[src/rtl/adder8_inv_serial.sv]
// Bit-serial inverse of the 8-bit adder: recovers in2 = res - in1 one bit per clock, LSB first,
// and flags results that could not have come from a legal W-bit addition (borrow / ovf).
module adder8_inv_serial #(
  parameter int W = 8
) (
  input  logic         clk,
  input  logic         rst,
  input  logic         start_valid,
  output logic         start_ready,
  input  logic [W:0]   res,
  input  logic [W-1:0] in1,
  output logic         out_valid,
  input  logic         out_ready,
  output logic [W-1:0] in2,
  output logic         borrow,
  output logic         ovf,
  output logic [1:0]   state_dbg
);

  // Handshake rule: a transfer happens on a rising edge where valid and ready are both high;
  // valid must then be held until that edge, and ready never depends combinationally on valid.

  localparam int CW = $clog2(W + 1);

  typedef enum logic [1:0] {
    IDLE = 2'd0,
    RUN  = 2'd1,
    DONE = 2'd2
  } state_t;

  state_t state;
  state_t state_nx;

  logic [W:0]    r_sh;
  logic [W:0]    a_sh;
  logic [W:0]    d_sh;
  logic          b;
  logic [CW-1:0] cnt;

  logic          d_bit;
  logic          b_nx;
  logic [W:0]    d_sh_nx;
  logic          last_bit;
  logic          accept;
  logic          release_out;

  assign start_ready = (state == IDLE);
  assign state_dbg   = state;
  assign accept      = start_valid && (state == IDLE);
  assign release_out = out_ready && (state == DONE);
  assign last_bit    = (cnt == CW'(W));

  // Full-subtractor cell operating on the current LSBs.
  always_comb begin
    d_bit   = r_sh[0] ^ a_sh[0] ^ b;
    b_nx    = (~r_sh[0] & a_sh[0]) | (~(r_sh[0] ^ a_sh[0]) & b);
    d_sh_nx = {d_bit, d_sh[W:1]};
  end

  always_comb begin
    state_nx = state;
    case (state)
      IDLE: if (start_valid) state_nx = RUN;
      RUN:  if (last_bit)    state_nx = DONE;
      DONE: if (out_ready)   state_nx = IDLE;
      default:               state_nx = IDLE;
    endcase
  end

  always_ff @(posedge clk or posedge rst) begin
    if (rst) begin
      state <= IDLE;
    end else begin
      state <= state_nx;
    end
  end

  always_ff @(posedge clk or posedge rst) begin
    if (rst) begin
      r_sh <= '0;
      a_sh <= '0;
      d_sh <= '0;
      b    <= 1'b0;
      cnt  <= '0;
    end else if (accept) begin
      r_sh <= res;
      a_sh <= {1'b0, in1};
      d_sh <= '0;
      b    <= 1'b0;
      cnt  <= '0;
    end else if (state == RUN) begin
      r_sh <= {1'b0, r_sh[W:1]};
      a_sh <= {1'b0, a_sh[W:1]};
      d_sh <= d_sh_nx;
      b    <= b_nx;
      if (!last_bit) cnt <= cnt + 1'b1;
    end
  end

  // Result registers load from the final-bit values so they are valid together with out_valid.
  always_ff @(posedge clk or posedge rst) begin
    if (rst) begin
      out_valid <= 1'b0;
      in2       <= '0;
      borrow    <= 1'b0;
      ovf       <= 1'b0;
    end else if ((state == RUN) && last_bit) begin
      out_valid <= 1'b1;
      in2       <= d_sh_nx[W-1:0];
      borrow    <= b_nx;
      ovf       <= d_sh_nx[W] & ~b_nx;
    end else if (release_out) begin
      out_valid <= 1'b0;
    end
  end

endmodule

[config.mk]
export PLATFORM = sky130hd
export DESIGN_NAME = adder8_inv_serial
export DESIGN_NICKNAME = d
export VERILOG_FILES = /design/src/rtl/adder8_inv_serial.sv
export SDC_FILE = /design/constraint.sdc
export NUM_CORES = 1
export LEC_CHECK = 0
export CAP_MARGIN = 40
export CORE_MARGIN = 2
export CORE_UTILIZATION = 45
export DETAILED_ROUTE_END_ITERATION = 10
export MAX_ROUTING_LAYER = met4
export PLACE_DENSITY = 0.7
export SLEW_MARGIN = 10
export SYNTH_ARGS = -nofsm -noshare
export SYNTH_HDL_FRONTEND = slang
export SYNTH_SLANG_ARGS = --single-unit
[constraint.sdc]
create_clock -name clk -period 3.3 [get_ports clk]
set_input_delay 0.66 -clock clk [delete_from_list [all_inputs] [get_ports clk]]
set_output_delay 0.66 -clock clk [all_outputs]
set_load 0.05 [all_outputs]
==> impl_metrics.toml, run 1 <==
[worst_hold_path]
worstHoldPathType = "reg2reg"

[cts]
clockBufferDepth = 2
clk_pin_slew_ns = 0.09
h-tree-depth = 2
cts_sinks = 43
post_cts_buffers = 0
post_cts_resized = 0
cts_tree = "built"
cts_made_buffers = 5
worstSkewPairLatency_ns = 0.29
cts_root_buffer = "clkbuf_8"
cts.hold.buffers_added = 0

[worst_setup_path]
endpoint_kind = "output pin"
path_max_fanout = 17
path_class = "reg2out"
cp.arrival_ns = 1.88
worstSetupStartpointType = "flop"
rrSetupSlack_ns = 1.44
cp.required_ns = 2.64

[final_layout]
final_core_util_pct = 57.6
num-fill-cells = 387
mostFrequentLayoutCell = "dfrtp_1"
layout_common_cells = "dfrtp_1 (43), clkdlybuf4s50_1 (34), nand2_1 (21), o21ai_0 (19), a21oi_1 (17)"
regArea_um2 = 1080
diodes = 0
drive_gt1_share_pct = 12.1
multi_input_area_um2 = 867
final_nets = 255
syn2layout_area_growth_pct = 23.7

[timing]
tightest_slew_ns = 0.541
max_freq_ghz = 0.394
grt_setup_unrepaired = "no"
timing.hold.ws_ns = 0.495
drv_slew = 0
timing.final.crit_share_pct = 76.9
fin_worst_skew_ns = 0.00755
relSlewSlack_pct = 63.9
tns_ns = 0
setup_viol_count_final = 0
hold_viol_final = 0
fin_crit_ns = 2.54
setup_slack_ns = 0.762

[status]
status = "finished clean"

[detailed_routing]
dr_wl_met3_um = 178
via_per_inst = 5.43
vias = 1543
dr_wl_met2_um = 1900
top_layer = "met4"
drt-total-wl_um = 4060
drt-met1-wl_um = 1940
postRouteAntennaNets = 0
route.detailed.drc = 0
wl_per_cell_um = 14.3
dr.first_iter.drc_count = 101
dr.pass1.iters = 4

[grt]
grt_overflow_total = 0
antenna_found_initial = 0
grt_usage_pct = 17.2
grt_pass1_vias = 1440
grt_pass1_wl_um = 6670
grt_max_degree = 44

[yosys]
post-synth-top-area-cell = "dfrtp_1"
ys.warnings.count = 0
synth.top_cells.by_area = "dfrtp_1 (53%), a22oi_1 (5.6%), mux2_2 (5.0%)"
async_flop_share_pct = 100
synth_top_area_share_pct = 53.1
syn_area_um2 = 2030
synth_ff_type = "dfrtp_1"
ys_ff_latch = 43
synth.net_count = 219
yosysSeqAreaShare_pct = 53.1
synth_edf_count = 0
netlist_instances = 195
syn_area_per_cell_um2 = 10.4
synthDistinctLibCells = 31

[power_and_ir_drop]
power_mw = 2.27
leakage_nw = 1.16
ir_worst_vdd_v = 0.000299
power_density_nw_per_um2 = 903

[floorplanning]
pin_count = 35
dieArea_um2 = 5060
start_util_pct = 46.6
core_area_um2 = 4350
placementRows = 24
dieWidth_um = 71.1
die_h_um = 71.1

[place]
place_congestion = 0.773
place_ws_ns = 1.05
dp_hpwl_um = 2700
port_buffers = 34

[job]
drv_cap = 0
flip-flops by register name, summed over array words and instances, names as in the netlist:
register,flops
cnt,4
borrow,1
a_sh,8
b,1
in2,8
state_dbg,2
out_valid,1
d_sh,8
r_sh,9
ovf,1
logic make-up (layout without fill, tap and decap cells):
| family | after synthesis | in the layout | share of synthesized area [%] |
|---|---|---|---|
| and+or+nand+nor | 64 | 64 | 18.1 |
| AOI/OAI and AO/OA | 58 | 58 | 16.9 |
| DFF | 43 | 43 | 53.1 |
| buffers and inverters | 17 | 54 | 4.19 |
| muxes | 10 | 10 | 5.49 |
| adders and majority gates | 3 | 3 | 2.22 |
worst max-delay path: stages, from the launching register on:
cell	delay, ns
dfrtp_1	0.58
nor2_1	0.19
clkdlybuf4s50_1	0.81
synth_stat cells, types with 2 or more instances:
cell	number
a22oi_1	15
mux2_2	9
o21ai_1	2
ha_1	2
inv_1	5
o21ai_0	19
dfrtp_1	43
nand2b_1	2
nand3_1	16
nor2b_1	4
nand2_1	21
buf_4	2
nor2_1	3
and2b_1	12
a21oi_1	17
buf_2	5
clkbuf_1	4
path summary, 6_finish.rpt:
path / startpoint / endpoint / depth (start not counted)
min in group asynchronous: rst / in2[0]$_DFFE_PP0P_ / 3
worst max-delay path: state_dbg[0]$_DFFE_PP0P_ / start_ready / 2
worst max register to register: state_dbg[0]$_DFFE_PP0P_ / in2[4]$_DFFE_PP0P_ / 5
worst min-delay path: d_sh[5]$_DFFE_PP0P_ / d_sh[4]$_DFFE_PP0P_ / 2
worst min register to register: d_sh[5]$_DFFE_PP0P_ / d_sh[4]$_DFFE_PP0P_ / 2
max in group asynchronous: rst / r_sh[5]$_DFFE_PP0P_ / 3
per-layer routing:
layer,vias up,track usage (%)
li1,758,-
met3,5,4.13
met1,746,22.5
met4,0,6.50
met2,34,26.3
met5,-,-
where the power goes:
group	internal, mW	total (mW)	switching, mW	leakage [nW]
combinational	0.410	1.02	0.613	0.561
sequential	0.740	0.913	0.174	0.557
clock	0.147	0.330	0.183	0.0402
through the flow:
stage / area [um2] / std cells
2_1_floorplan: 2030 / 195
4_1_cts: 2510 / 284
3_3_place_gp: 2420 / 276
6_report: 2510 / 284
3_5_place_dp: 2420 / 276
5_1_grt: 2510 / 284
cell type report:
| type | instances | area share, % |
|---|---|---|
| repair buffers | 41 | 15.7 |
| well taps | 52 | 2.59 |
| flip-flops and latches | 43 | 42.9 |
| inverters | 5 | 0.748 |
| clock buffers | 5 | 2.74 |
| clock inverters | 3 | 0.798 |
| multi-input cells | 135 | 34.6 |
No activity file was read; power rests on OpenSTA's default activity.
==> run 2, diff against run 1 <==
--- a/config.mk
+++ b/config.mk
@@ -10,7 +10,7 @@
 export CORE_UTILIZATION = 45
 export DETAILED_ROUTE_END_ITERATION = 10
 export MAX_ROUTING_LAYER = met4
-export PLACE_DENSITY = 0.7
+export PLACE_DENSITY = 0.72
 export SLEW_MARGIN = 10
 export SYNTH_ARGS = -nofsm -noshare
 export SYNTH_HDL_FRONTEND = slang
==> constraint.sdc (replaced) <==
create_clock -name clk -period 2.1 [get_ports clk]
set_input_delay 0.42 -clock clk [delete_from_list [all_inputs] [get_ports clk]]
set_output_delay 0.42 -clock clk [all_outputs]
set_load 0.05 [all_outputs]
==> impl_metrics.toml, run 2 (same netlist as run 1, synthesis figures left out) <==
[grt]
grt_pass1_wl_um = 7140
antenna_found_initial = 0
grt_usage_pct = 18.3
grt_overflow_total = 0
grt_pass1_vias = 1569
grt_max_degree = 44

[cts]
h-tree-depth = 2
worstSkewPairLatency_ns = 0.29
cts_made_buffers = 5
clockBufferDepth = 2
post_cts_buffers = 0
clk_pin_slew_ns = 0.08
cts.hold.buffers_added = 0
cts_tree = "built"
cts_root_buffer = "clkbuf_8"
cts_sinks = 43
post_cts_resized = 0

[place]
placedCellCount = 276
place_ws_ns = 0.254
dp_hpwl_um = 2710
place_congestion = 0.758
placement.cell_area_um2 = 2450
port_buffers = 34

[detailed_routing]
vias = 1545
via_per_inst = 5.44
dr.pass1.iters = 4
route.detailed.drc = 0
wl_per_cell_um = 14.1
postRouteAntennaNets = 0
dr.first_iter.drc_count = 121
drt-total-wl_um = 3990

[final_layout]
mostFrequentLayoutCell = "dfrtp_1"
final_core_util_pct = 58.2
final_nets = 255
drive_gt1_share_pct = 12.9
largest_reg_flops = 9
largest_register = "r_sh"
diodes = 0
syn2layout_area_growth_pct = 25.0
layout_common_cells = "dfrtp_1 (43), clkdlybuf4s50_1 (31), nand2_1 (21), o21ai_0 (19), a21oi_1 (17)"
fin_cells = 284
stdcell_area_um2 = 2530

[timing]
relSlewSlack_pct = 64.9
tns_ns = 0
hold_viol_final = 0
fin_worst_skew_ns = 0.00753
drv_slew = 0
timing.final.crit_share_pct = 91.0
tightest_slew_ns = 0.526
fin_crit_ns = 1.91
grt_setup_unrepaired = "no"
setup_slack_ns = 0.189
timing.hold.ws_ns = 0.498
max_freq_ghz = 0.523
setup_viol_count_final = 0

[floorplanning]
pin_count = 35
placementRows = 24
die_h_um = 71.1
core_area_um2 = 4350
start_util_pct = 46.6
dieArea_um2 = 5060
dieWidth_um = 71.1

[power_and_ir_drop]
power_density_nw_per_um2 = 1420
power_switching_mw = 1.51
switching_share_pct = 42.1
comb_power_share_pct = 46.1
leakage_nw = 1.18
p_int_mw = 2.08
seqPwrFrac_pct = 39.8
power_mw = 3.59
ir_worst_vdd_v = 0.000568
clkPwrFrac_pct = 14.2

[worst_hold_path]
holdPathEnd = "d_sh[2]$_DFFE_PP0P_"
min_from = "d_sh[3]$_DFFE_PP0P_"
hold_depth = 2
worstHoldPathType = "reg2reg"

[worst_setup_path]
r2r-start = "cnt[0]$_DFFE_PP0P_"
cp.required_ns = 1.68
cp.arrival_ns = 1.49
rrSetupSlack_ns = 0.46
ff2ff_path_depth = 5
timing.rr.end = "in2[6]$_DFFE_PP0P_"
worstSetupStartpointType = "flop"
cp_top_family = "buffers and inverters"
path_max_fanout = 3
endpoint_kind = "output pin"
path_class = "reg2out"
critPathSlowestCell = "clkdlybuf4s50_1"
path_cells = "clkdlybuf4s50_1"
cp_slowest_stage_delay_ns = 0.81
cp.buffers_inverters = 1

[job]
drv_cap = 0

[status]
status = "finished clean"
==> run 2: area by class of cell <==
class                           count  area, um2
Fill cell                         363       1820
Sequential cell                    43       1080
Multi-Input combinational cell    135        867
Timing Repair Buffer               41        423
Clock buffer                        6       72.6
Tap cell                           52       65.1
Inverter                            5       18.8
Clock inverter                      2       12.5
==> run 2: power groups by stage <==
stage / Sequential, mW / Clock (mW) / Combinational [mW]
final: 1.43 / 0.508 / 1.65
after global routing: 1.48 / 0.549 / 1.83
after CTS: 1.43 / 0.525 / 1.67
after detailed placement: 1.44 / 0 / 1.67
after global placement: 1.43 / 0 / 1.64
after floorplan: 1.70 / 0 / 0.868
==> run 2: how the worst max path moves through the flow <==
stage,cells past startpoint,end,startpoint
finish,1,out_valid,out_valid$_DFFE_PP0P_
global route,1,out_valid,out_valid$_DFFE_PP0P_
CTS,1,out_valid,out_valid$_DFFE_PP0P_
detailed placement,4,r_sh[5]$_DFFE_PP0P_,start_valid
global placement,4,r_sh[7]$_DFFE_PP0P_,start_valid
floorplan,2,start_ready,state_dbg[1]$_DFFE_PP0P_
==> run 2: metal layers <==
metal,routed length [um],vias to the layer above,global-route usage (%)
met1,1880,746,24.0
li1,-,755,-
met3,157,5,2.99
met4,67,0,7.76
met5,0,-,-
met2,1890,39,28.5
